--- src/rtl/multi_lane_deskew.sv ---
// multi_lane_deskew
//   Bonds LANES byte lanes by locating an alignment marker (ALIGN_K with
//   k_en=1) on every lane, then replaying each lane from its own circular
//   skew buffer so that the markers leave the block in the same cycle.
//
// Ports
//   i_clk_120        sole clock, rising edge
//   i_clk_120_rst    synchronous active-high reset
//   i_lane_cal_done  per-lane calibration done; any 0 forces WAIT_CAL
//   i_lane_k_en      per-lane K flag
//   i_lane_byte      per-lane byte, lane n at [8n+7:8n]
//   i_align_start    single-cycle start/restart request
//   o_k_en, o_byte   deskewed lane data (zero when o_valid is 0)
//   o_valid          output word carries aligned data
//   o_aligned        state is ALIGNED
//   o_align_fail     state is FAIL
//   o_skew_mon       cycles between first and last lane marker
//   o_realign_cnt    alignment losses while ALIGNED, saturating at 255
module multi_lane_deskew #(
    parameter int         LANES    = 4,
    parameter int         DEPTH    = 8,
    parameter logic [7:0] ALIGN_K  = 8'hBC,
    parameter int         MAX_SKEW = DEPTH - 2
) (
    input  logic                     i_clk_120,
    input  logic                     i_clk_120_rst,
    input  logic [LANES-1:0]         i_lane_cal_done,
    input  logic [LANES-1:0]         i_lane_k_en,
    input  logic [8*LANES-1:0]       i_lane_byte,
    input  logic                     i_align_start,
    output logic [LANES-1:0]         o_k_en,
    output logic [8*LANES-1:0]       o_byte,
    output logic                     o_valid,
    output logic                     o_aligned,
    output logic                     o_align_fail,
    output logic [$clog2(DEPTH)-1:0] o_skew_mon,
    output logic [7:0]               o_realign_cnt
);

    localparam int            AW       = $clog2(DEPTH);
    localparam logic [AW-1:0] SKEW_LIM = AW'(MAX_SKEW + 1);

    typedef enum logic [2:0] {IDLE, WAIT_CAL, SEARCH, ALIGNED, FAIL} state_t;

    state_t           state_q, state_d;
    logic [8:0]       mem [LANES][DEPTH];
    logic [AW-1:0]    wr_ptr;
    logic [AW-1:0]    rd_ptr [LANES];
    logic [AW-1:0]    mark [LANES];
    logic [LANES-1:0] flags_q;
    logic [AW-1:0]    timer_q;

    logic [LANES-1:0] in_hit, new_hit, out_hit, flags_nxt;
    logic [AW-1:0]    cur_time;
    logic             all_cal, lose_align, valid_p1;

    function automatic logic [7:0] sat_inc(input logic [7:0] v);
        return (v == 8'hFF) ? v : v + 8'd1;
    endfunction

    always_comb begin
        in_hit  = '0;
        out_hit = '0;
        for (int n = 0; n < LANES; n++) begin
            in_hit[n]  = i_lane_k_en[n] && (i_lane_byte[8*n +: 8] == ALIGN_K);
            out_hit[n] = o_k_en[n] && (o_byte[8*n +: 8] == ALIGN_K);
        end
    end

    assign all_cal    = &i_lane_cal_done;
    assign new_hit    = in_hit & ~flags_q;
    assign flags_nxt  = flags_q | new_hit;
    // The cycle the first marker lands counts as time 0; timer_q already
    // holds the value for the current cycle once some flag is set.
    assign cur_time   = (flags_q == '0) ? '0 : timer_q;
    // Some lanes show the marker and others do not: the bond has slipped.
    assign lose_align = o_valid && (|out_hit) && !(&out_hit);
    assign valid_p1   = (state_q == ALIGNED) && (state_d == ALIGNED);

    always_comb begin
        state_d = state_q;
        case (state_q)
            IDLE:     if (i_align_start) state_d = WAIT_CAL;
            WAIT_CAL: if (all_cal) state_d = SEARCH;
            SEARCH: begin
                if (!all_cal || i_align_start) state_d = WAIT_CAL;
                else if (cur_time >= SKEW_LIM) state_d = FAIL;
                else if (&flags_nxt)           state_d = ALIGNED;
            end
            ALIGNED: begin
                if (!all_cal || i_align_start) state_d = WAIT_CAL;
                else if (lose_align)           state_d = SEARCH;
            end
            FAIL:     if (i_align_start) state_d = WAIT_CAL;
            default:  state_d = IDLE;
        endcase
    end

    // ---- stage p0: skew buffer write (data only, never reset) ----
    always_ff @(posedge i_clk_120) begin
        if (!i_clk_120_rst) begin
            for (int n = 0; n < LANES; n++)
                mem[n][wr_ptr] <= {i_lane_k_en[n], i_lane_byte[8*n +: 8]};
        end
    end

    // ---- stage p1: control state and registered deskewed read ----
    always_ff @(posedge i_clk_120) begin
        if (i_clk_120_rst) begin
            state_q       <= IDLE;
            wr_ptr        <= '0;
            flags_q       <= '0;
            timer_q       <= '0;
            o_valid       <= 1'b0;
            o_k_en        <= '0;
            o_byte        <= '0;
            o_skew_mon    <= '0;
            o_realign_cnt <= '0;
            for (int n = 0; n < LANES; n++) begin
                rd_ptr[n] <= '0;
                mark[n]   <= '0;
            end
        end else begin
            state_q <= state_d;
            wr_ptr  <= wr_ptr + 1'b1;

            if (state_q != SEARCH && state_d == SEARCH) begin
                flags_q <= '0;
                timer_q <= '0;
            end else if (state_q == SEARCH) begin
                flags_q <= flags_nxt;
                if (flags_nxt != '0) timer_q <= cur_time + 1'b1;
                for (int n = 0; n < LANES; n++)
                    if (new_hit[n]) mark[n] <= wr_ptr;
            end

            if (state_q == SEARCH && state_d == ALIGNED) begin
                o_skew_mon <= cur_time;
                // Lanes whose marker arrives this cycle have no stored mark yet.
                for (int n = 0; n < LANES; n++)
                    rd_ptr[n] <= new_hit[n] ? wr_ptr : mark[n];
            end else if (state_q == ALIGNED) begin
                for (int n = 0; n < LANES; n++)
                    rd_ptr[n] <= rd_ptr[n] + 1'b1;
            end

            if (state_q == ALIGNED && state_d == SEARCH)
                o_realign_cnt <= sat_inc(o_realign_cnt);

            o_valid <= valid_p1;
            for (int n = 0; n < LANES; n++) begin
                o_k_en[n]        <= valid_p1 ? mem[n][rd_ptr[n]][8]   : 1'b0;
                o_byte[8*n +: 8] <= valid_p1 ? mem[n][rd_ptr[n]][7:0] : 8'h00;
            end
        end
    end

    assign o_aligned    = (state_q == ALIGNED);
    assign o_align_fail = (state_q == FAIL);

endmodule

--- config.mk ---
export PLATFORM = sky130hd
export DESIGN_NAME = multi_lane_deskew
export DESIGN_NICKNAME = d
export VERILOG_FILES = /design/src/rtl/multi_lane_deskew.sv
export SDC_FILE = /design/constraint.sdc
export NUM_CORES = 1
export LEC_CHECK = 0
export CORE_MARGIN = 2
export CORE_UTILIZATION = 40
export DETAILED_ROUTE_END_ITERATION = 8
export SLEW_MARGIN = 10
export SYNTH_ARGS = -nofsm -noshare
export SYNTH_HDL_FRONTEND = slang
export SYNTH_SLANG_ARGS = --single-unit
--- constraint.sdc ---
create_clock -name i_clk_120 -period 5.8 [get_ports i_clk_120]
set_input_delay 0.87 -clock i_clk_120 [delete_from_list [all_inputs] [get_ports i_clk_120]]
set_output_delay 0.87 -clock i_clk_120 [all_outputs]
set_load 0.03 [all_outputs]
==> reports/metrics.yaml, run 1 <==
finish:
  areaGrowthSynthToFinish_pct: 19.0
  nFillCells: 3029
  drive_gt1_share_pct: 21.3
  final_cells: 1399
  final_nets: 952
  antennaDiodeCount: 0
timing:
  min_period_over_period_pct: 63.8
  drv_slew: 0
  fin_crit_ps: 3700
  final.setup_skew_ps: 14.7
  hold_violations: 0
  slew_headroom_pct: 21.6
  finalSetupViolCount: 0
  fin_ws_ps: 2100
  rsz0062_at_grt: "false"
  setup_tns_ps: 0
  fmax_mhz: 270
  tightestPinTransition_ps: 1170
synth:
  synth.area.top_cells: "edfxtp_1, mux4_2, dfxtp_1, mux2i_1, nor2_4"
  synth_mux_area_share_pct: 14.7
  ys_seq_area_share_pct: 72.1
  synth_warnings: 0
  syn-cell-area_um2: 14700
  synth_fa_ha_area_share_pct: 0.681
  synthFlopType: "edfxtp_1"
  synthDistinctLibCells: 56
  synth_edf_count: 312
  synth_top_area_cell: "edfxtp_1"
  yosysMostFrequentCell: "edfxtp_1"
  synth.ff_latch_count: 373
  synthTopCellsByCount: "edfxtp_1, mux4_2, dfxtp_1"
  synth_top_area_share_pct: 63.8
  syn-num-nets: 838
  synthCells: 787
  yosys.area_share.simple_pct: 8.18
  synth_top_family_by_area: "multiplexers"
  yosys.area_share.xor_xnor_pct: 0.477
  synth_area_per_cell_um2: 18.7
  async_flop_share_pct: 0
  synth_compound_area_share_pct: 2.10
clock_tree:
  clock_path_buffers: 3
  numCtsBuffers: 40
  clkTransAtPathRegs_ps: 60
  cts_root_buf: "clkbuf_16"
  cts_sinks: 373
  hold_buffers: 0
  cts_tree: "yes"
  clock_latency_ps: 520
  htreeDepth: 2
  ctsResizeCount: 0
  post_cts_buffers: 0
worst_setup_path:
  cp_data_arrival_time_ps: 3910
  path_cells: "clkdlybuf4s50_1 -> and4b_1 -> nand4_1 -> a2111oi_4 -> nand4b_4 -> nor3_1 -> or3_1"
  worst_setup_path_start_kind: "input port"
  required_ps: 6010
  critPathMaxFanout: 9
  critPathKind: "input port to register"
  cp_slowest_cell: "nor3_1"
  critPathBufInv: 1
  critPathMaxStageDelay_ps: 810
  cp-end-kind: "register"
  cp_top_family: "simple AND/OR/NAND/NOR gates"
floorplanning:
  ios: 93
  core.rowCount: 70
  coreArea_um2: 36300
  die_h_um: 196
  die_area_um2: 38300
  start_util_pct: 40.4
  die_x_um: 196
route:
  ant_nets: 0
  drt_iter0_drc: 563
  drc: 0
  wire_per_inst_um: 22.1
  viasPerCell: 5.27
  dr.pass1.iters: 5
  vias: 7370
  drt-total-wl_mm: 30.9
power:
  ir_drop_mv: 0.173
  power.leakage_nw: 5.55
  powerDensity_nw_per_um2: 331
  power.total_w: 0.00578
placed_design:
  port_buffers: 92
  dp.cells: 1327
  post-place-ws_ps: 1580
  dp_hpwl_mm: 18.2
  routabilityCongestion: 0.771
global_routing:
  grt_pass1_wl_mm: 47.3
  met3_usage_pct: 3.44
  globalRouteMet2Util_pct: 25.9
  gr-usage-met1_pct: 23.6
  grt_max_degree: 39
  grt_antenna_before_repair: 1
  grt_usage_pct: 16.5
  grt-ovfl-total: 0
  busiest_layer: "met2"
  grt_pass1_vias: 7717
flow_run:
  maxCapViolations: 0
worst_hold_path:
  hp-class: "register to register"
run_status:
  status: "finished, final reports clean"
layout make-up:
class / count / area (um2) / area share, %
clock inverter: 14 / 163 / 0.930
tap: 468 / 586 / 3.35
multi-input combinational: 368 / 3900 / 22.3
timing repair buffer: 111 / 1060 / 6.08
clock buffer: 58 / 1160 / 6.64
inverter: 7 / 26.3 / 0.150
sequential: 373 / 10600 / 60.6
where the power goes:
part           switching (W)  internal [W]  total (W)
clock               0.000983       0.00156    0.00255
sequential         0.0000357       0.00297    0.00301
combinational       0.000130      0.000104   0.000234
total                0.00115       0.00464    0.00578
metrics by stage:
| stage | hold WS [ps] | utilization, % | area [um2] |
|---|---|---|---|
| after floorplan | 470 | - | 14700 |
| after global placement | 470 | 44.5 | 16200 |
| after detailed placement | 473 | 44.5 | 16200 |
| after CTS | 486 | 48.1 | 17500 |
| after global routing | 504 | 48.1 | 17500 |
| final | 490 | 48.1 | 17500 |
cell usage in the layout (no fill, tap or decap), types with 3 or more instances in the layout:
master | synthesis | routed
nor2_1 | 53 | 50
nand2_1 | 16 | 16
clkdlybuf4s50_1 | 0 | 92
mux2i_1 | 52 | 52
o22ai_1 | 11 | 11
clkbuf_8 | 0 | 5
clkinv_2 | 0 | 4
or3_1 | 8 | 8
nor3b_1 | 4 | 4
clkbuf_16 | 0 | 42
nand4b_1 | 4 | 4
nor3_2 | 0 | 4
nor3_1 | 9 | 5
nor4_1 | 8 | 7
bufinv_16 | 0 | 4
a21oi_1 | 6 | 6
and4b_1 | 4 | 4
edfxtp_1 | 312 | 312
o21ai_0 | 5 | 5
or2_2 | 3 | 3
clkbuf_1 | 17 | 11
a41oi_1 | 4 | 4
nor2_4 | 29 | 32
nand4_1 | 9 | 9
inv_1 | 6 | 6
mux4_2 | 72 | 72
ha_1 | 8 | 8
and3_1 | 3 | 3
buf_4 | 7 | 19
xnor2_1 | 8 | 8
nand2b_1 | 19 | 19
dfxtp_1 | 61 | 61
clkinv_1 | 0 | 6
layer usage:
metal  part of all wire, %  wire length, um
met1                    46            14300
met2                    46            14300
met3                   5.1             1590
met4                   2.4              734
met5                     0                0
state kept, by name, indices dropped and copies added (netlist names), 3 cells and up:
register / flops
mark: 12
o_k_en: 4
wr_ptr: 3
o_byte: 32
o_realign_cnt: 8
timer_q: 3
rd_ptr: 12
mem: 288
o_skew_mon: 3
flags_q: 4
state_q: 3
kinds of logic (layout without fill, tap and decap cells):
kind of cell,Yosys count,in the layout
muxes,125,125
xor gates and xnor gates,8,8
adders and majority gates,8,8
buffers and inverters,46,190
AOI/OAI and AO/OA,41,41
DFF,373,373
and+or+nand+nor,186,186
final timing paths:
kind | slack [ps] | to | start | cells after the start
max | 2100 | rd_ptr[3][0] | i_lane_byte[29] | 7
min | 490 | o_skew_mon[2] | o_skew_mon[2] | 2
max reg2reg | 2370 | o_byte[29] | o_byte[30] | 7
min reg2reg | 490 | o_skew_mon[2] | o_skew_mon[2] | 2
worst reg2reg max path, cell delays in order (launching register included):
cell	delay, ps
dfxtp_1	310
nand4b_1	260
nor4_1	940
nor4_2	300
nor2_1	250
a41o_4	860
buf_4	360
nor2_4	50
(Power assumes the default switching activity.)
==> run 2: changes to the inputs <==
Clock period 5.8 ns to 3.1 ns, I/O delays scaled along.
==> run 2 against run 1 <==
Compared with the run above:
- hold slack better by 12 ps
- power is 84% higher
- non-clock buffer count is 58 higher
- utilization is 1.4 points higher
- register-to-register slack worse by 1900 ps
- clock skew is 6.5 ps lower
- sequential power is 87% higher
- flip-flop and latch count stayed put
- via count is 3.2% higher
- final area is 3.0% higher
- die area stayed put
- clock power is 78% higher
==> reports/metrics.yaml, run 2 (synthesis results as in run 1) <==
worst_setup_path:
  worst_setup_path_start_kind: "register"  # was input port
  required_ps: 2630  # was 6010 ps
  critPathMaxStageDelay_ps: 780  # was 810 ps
  critPathKind: "register to output pin"  # was input port to register
  cp_data_arrival_time_ps: 2390  # was 3910 ps
  cp-end-kind: "output pin"  # was register
  path_cells: "nand3b_1 -> inv_1 -> clkdlybuf4s50_1"  # was clkdlybuf4s50_1 -> and4b_1 -> nand4_1 -> a2111oi_4 -> nand4b_4 -> nor3_1 -> or3_1
  critPathMaxFanout: 10  # was 9
  cp_slowest_cell: "clkdlybuf4s50_1"  # was nor3_1
floorplanning:
  die_x_um: 196  # unchanged
  start_util_pct: 40.4  # unchanged
  ios: 93  # unchanged
  die_h_um: 196  # unchanged
  core.rowCount: 70  # unchanged
  coreArea_um2: 36300  # unchanged
  die_area_um2: 38300  # unchanged
clock_tree:
  hold_buffers: 0  # unchanged
  cts_sinks: 373  # unchanged
  cts_root_buf: "clkbuf_16"  # unchanged
  clock_path_buffers: 3  # unchanged
  cts_tree: "yes"  # unchanged
  ctsResizeCount: 0  # unchanged
  numCtsBuffers: 40  # unchanged
  post_cts_buffers: 0  # unchanged
  clock_latency_ps: 520  # about the same
  clkTransAtPathRegs_ps: 50  # was 60 ps
  htreeDepth: 2  # unchanged
timing:
  finalSetupViolCount: 0  # unchanged
  tightestPinTransition_ps: 965  # was 1170 ps
  min_period_over_period_pct: 92.1
  final.setup_skew_ps: 8.15  # was 14.7 ps
  drv_slew: 0  # unchanged
  hold_violations: 0  # unchanged
  fin_crit_ps: 2860
  setup_tns_ps: 0  # unchanged
  rsz0062_at_grt: "false"  # unchanged
  fmax_mhz: 350
  hold-worst-slack_ps: 502  # was 490 ps
  slew_headroom_pct: 35.6  # was 21.6%
global_routing:
  grt_usage_pct: 17.0  # was 16.5%
  grt_pass1_vias: 8004  # was 7717
  grt-ovfl-total: 0  # unchanged
  grt_antenna_before_repair: 0  # was 1
  grt_max_degree: 39  # unchanged
  grt_pass1_wl_mm: 48.6  # was 47.3 mm
finish:
  seqCellArea_um2: 10600  # unchanged
  fin_util_pct: 49.5  # was 48.1%
  regMostFlops: "mem"  # unchanged
  antennaDiodeCount: 0  # unchanged
  drive_gt1_share_pct: 25.9  # was 21.3%
  nFillCells: 2999  # was 3029
  multi_input_area_um2: 3920  # was 3900 um2
  final_nets: 1010  # was 952
  layout.cells.most_common: "edfxtp_1"  # unchanged
  largest_reg_flops: 288  # unchanged
  layout_common_cells: "edfxtp_1, clkdlybuf4s50_1, mux4_2, buf_4, dfxtp_1"  # was edfxtp_1, clkdlybuf4s50_1, mux4_2, dfxtp_1, mux2i_1
  largest_registers: "mem (288), o_byte (32)"  # unchanged
  areaGrowthSynthToFinish_pct: 22.6  # was 19.0%
flow_run:
  maxCapViolations: 0  # unchanged
route:
  ant_nets: 0  # unchanged
  drt-total-wl_mm: 31.6  # was 30.9 mm
  drc: 0  # unchanged
  drt_iter0_drc: 453  # was 563
  viasPerCell: 5.21  # was 5.27
  vias: 7608  # was 7370
  dr.pass1.iters: 4  # was 5
  wire_per_inst_um: 21.6  # was 22.1 um
power:
  power.total_w: 0.0107  # was 0.00578 W
  ir_drop_mv: 0.343  # was 0.173 mV
  powerDensity_nw_per_um2: 592  # was 331 nW/um2
  power.leakage_nw: 5.86  # was 5.55 nW
run_status:
  status: "finished, final reports clean"  # unchanged
placed_design:
  dp_hpwl_mm: 19.3  # was 18.2 mm
  routabilityCongestion: 0.733  # was 0.771
  port_buffers: 92  # unchanged
worst_hold_path:
  hp-class: "register to register"  # unchanged
run 2: power breakdown:
group / leakage [nW] / total (W) / internal [W] / switching (W)
Sequential: 3.36 / 0.00562 / 0.00555 / 0.0000698
Clock: 0.623 / 0.00455 / 0.00271 / 0.00184
Combinational: 1.88 / 0.000488 / 0.000231 / 0.000257
run 2: metrics by stage:
step | instance area (um2) | instances | setup slack [ps]
after floorplan | 14700 | 787 | -929
after global placement | 16700 | 1385 | -75.7
after detailed placement | 16700 | 1385 | -109
after CTS | 18000 | 1459 | 267
after global routing | 18000 | 1459 | 116
final | 18000 | 1459 | 245
run 2: final timing paths:
kind / startpoint / to / slack (ps) / depth (start not counted)
hold reg to reg: timer_q[0] / timer_q[0] / 500 / 2
setup / recovery: state_q[0] / o_aligned / 240 / 3
setup reg to reg: flags_q[1] / rd_ptr[1][1] / 490 / 10
hold / removal: timer_q[0] / timer_q[0] / 500 / 2
run 2: worst max-delay path: cells and delay by family (launching register included):
family                 cells  cell delay [ps]
buffers and inverters      2             1090
DFF                        1              500
and+or+nand+nor            1              280
run 2: area by class of cell:
| type | instances | area share, % |
|---|---|---|
| inverters | 7 | 0.146 |
| clock buffers | 59 | 6.30 |
| well taps | 468 | 3.25 |
| clock inverters | 15 | 0.716 |
| flip-flops and latches | 373 | 58.8 |
| multi-input cells | 368 | 21.8 |
| repair buffers | 169 | 9.02 |
run 2: metal layers:
metal / global-route usage (%) / share of wire (%) / vias up
met5: 0 / 0 / -
met4: 4.35 / 1.7 / 0
met3: 2.42 / 4.0 / 49
met2: 29.1 / 50 / 166
met1: 22.8 / 44 / 3896
li1: - / - / 3497
==> run 3: changes to the inputs <==
Settings changed: TNS_END_PERCENT set to 10.
==> run 3 against run 2 <==
Compared with the run above:
- sequential power hardly changed
- routed wire length is 4.9% lower
- register-to-register slack got worse by 90 ps
- clock-buffer cell count is 4 lower
- highest routed layer unchanged
==> reports/metrics.yaml, run 3 (synthesis results as in run 1) <==
global_routing:
  grt_pass1_vias: 7891  # was 8004
  grt-ovfl-total: 0  # unchanged
  grt_antenna_before_repair: 0  # unchanged
  grt_max_degree: 37  # was 39
  grt_usage_pct: 16.1  # was 17.0%
  grt_pass1_wl_mm: 46.8  # was 48.6 mm
floorplanning:
  die_x_um: 196  # unchanged
  core.rowCount: 70  # unchanged
  start_util_pct: 40.4  # unchanged
  ios: 93  # unchanged
  die_h_um: 196  # unchanged
  coreArea_um2: 36300  # unchanged
  die_area_um2: 38300  # unchanged
worst_hold_path:
  min_from: "o_skew_mon[0]"  # was timer_q[0]
  whs_endpoint: "o_skew_mon[0]"  # was timer_q[0]
  hp-class: "register to register"  # unchanged
  worstHoldPathCells: 2  # unchanged
finish:
  antennaDiodeCount: 0  # unchanged
  fin_util_pct: 49.2  # was 49.5%
  regMostFlops: "mem"  # unchanged
  areaGrowthSynthToFinish_pct: 21.7  # was 22.6%
  largest_reg_flops: 288  # unchanged
  final_nets: 1008  # was 1010
  layout_common_cells: "edfxtp_1, clkdlybuf4s50_1, mux4_2, buf_4, dfxtp_1"  # unchanged
  final_cells: 1456  # was 1459
  layout.cells.most_common: "edfxtp_1"  # unchanged
  largest_registers: "mem (288), o_byte (32)"  # unchanged
  nFillCells: 3031  # was 2999
  drive_gt1_share_pct: 25.9  # about the same
route:
  vias: 7565  # was 7608
  drt_iter0_drc: 630  # was 453
  wire_per_inst_um: 20.6  # was 21.6 um
  ant_nets: 0  # unchanged
  drt-total-wl_mm: 30.0  # was 31.6 mm
  dr.pass1.iters: 5  # was 4
  viasPerCell: 5.20  # was 5.21
  drc: 0  # unchanged
worst_setup_path:
  worstReg2RegStart: "flags_q[3]"  # was flags_q[1]
  reg2regPathDepth: 10  # unchanged
  path_cells: "nand3b_1 -> inv_1 -> clkdlybuf4s50_1"  # unchanged
  reg2reg_to: "rd_ptr[0][0]"  # was rd_ptr[1][1]
  cp_slowest_cell: "clkdlybuf4s50_1"  # unchanged
  cp-end-kind: "output pin"  # unchanged
  worst_setup_path_start_kind: "register"  # unchanged
  r2r_slack_ps: 400  # was 490 ps
  critPathMaxStageDelay_ps: 740  # was 780 ps
  critPathMaxFanout: 10  # unchanged
  critPathKind: "register to output pin"  # unchanged
  cp_data_arrival_time_ps: 2340  # was 2390 ps
  required_ps: 2630  # about the same
timing:
  drv_slew: 0  # unchanged
  rsz0062_at_grt: "false"  # unchanged
  finalSetupViolCount: 0  # unchanged
  min_period_over_period_pct: 90.5  # was 92.1%
  final.setup_skew_ps: 18.0  # was 8.15 ps
  setup_tns_ps: 0  # unchanged
  hold_violations: 0  # unchanged
  fmax_mhz: 356  # was 350 MHz
  fin_crit_ps: 2810  # was 2860 ps
  slew_headroom_pct: 38.8  # was 35.6%
  tightestPinTransition_ps: 918  # was 965 ps
clock_tree:
  htreeDepth: 2  # unchanged
  cts_sinks: 373  # unchanged
  post_cts_buffers: 0  # unchanged
  ctsResizeCount: 0  # unchanged
  clkTransAtPathRegs_ps: 50  # about the same
  clock_latency_ps: 530  # was 520 ps
  numCtsBuffers: 40  # unchanged
  cts_root_buf: "clkbuf_16"  # unchanged
  clock_path_buffers: 3  # unchanged
  cts_tree: "yes"  # unchanged
  hold_buffers: 0  # unchanged
placed_design:
  routabilityCongestion: 0.755  # was 0.733
  port_buffers: 92  # unchanged
  dp.cells: 1383  # was 1385
  dp_hpwl_mm: 18.8  # was 19.3 mm
run_status:
  status: "finished, final reports clean"  # unchanged
power:
  power.leakage_nw: 5.80  # was 5.86 nW
  powerDensity_nw_per_um2: 585  # was 592 nW/um2
  ir_drop_mv: 0.361  # was 0.343 mV
flow_run:
  maxCapViolations: 0  # unchanged
## run 3: cell count changes in the layout (fill, tap and decap cells not counted), moves of 2 or more
| cell | change |
|---|---|
| clkbuf_1 | -5 |
| buf_12 | -4 |
| clkinv_1 | +3 |
| buf_4 | +2 |
| bufinv_16 | -2 |
| clkbuf_8 | +2 |
| nor3_2 | +2 |
| nor3_4 | -2 |
## run 3: per-stage QoR
step	power, W	hold WS (ps)	worst slack [ps]	area, um2
2_1_floorplan	0.00596	470	-929	14700
3_3_place_gp	0.00621	485	-34.4	16700
3_5_place_dp	0.00622	483	-145	16700
4_1_cts	0.0106	501	290	17900
5_1_grt	0.0108	517	141	17900
6_report	0.0105	491	294	17900
## run 3: worst max-delay path by stage
stage	startpoint	cells past startpoint	slack (ps)	endpoint
floorplan	i_clk_120_rst	4	-930	mem[0][27]
detailed placement	i_lane_byte[30]	8	-150	rd_ptr[0][2]
global route	state_q[0]	3	140	o_aligned
global placement	i_lane_byte[30]	8	-30	rd_ptr[0][2]
CTS	state_q[0]	3	290	o_aligned
finish	state_q[0]	3	290	o_aligned
## run 3: layer usage
layer	part of all wire, %	vias to the layer above	global-route usage (%)
met5	0	-	0
met4	1.7	0	3.93
met3	5.3	41	2.90
met2	48	164	26.3
met1	44	3878	22.6
li1	-	3482	-
## run 3: final cells by class
class	count	area (um2)	area share, %
Clock buffer	55	1120	6.25
Timing Repair Buffer	167	1560	8.72
Multi-Input combinational cell	368	3910	21.8
Tap cell	468	586	3.27
Sequential cell	373	10600	59.2
Clock inverter	18	96.3	0.539
Inverter	7	26.3	0.147
## run 3: power by group
group	leakage [nW]	internal, W	total (W)	switching (W)
logic	1.85	0.000230	0.000492	0.000262
registers	3.36	0.00555	0.00561	0.0000579
clock network	0.600	0.00253	0.00436	0.00183
total	5.80	0.00831	0.0105	0.00215
## run 3: worst max-delay path: cells and delay by family (launching register included)
kind / cells / cell delay [ps]
buffers and inverters: 2 / 1030
flip-flops: 1 / 510
AND/OR/NAND/NOR: 1 / 290
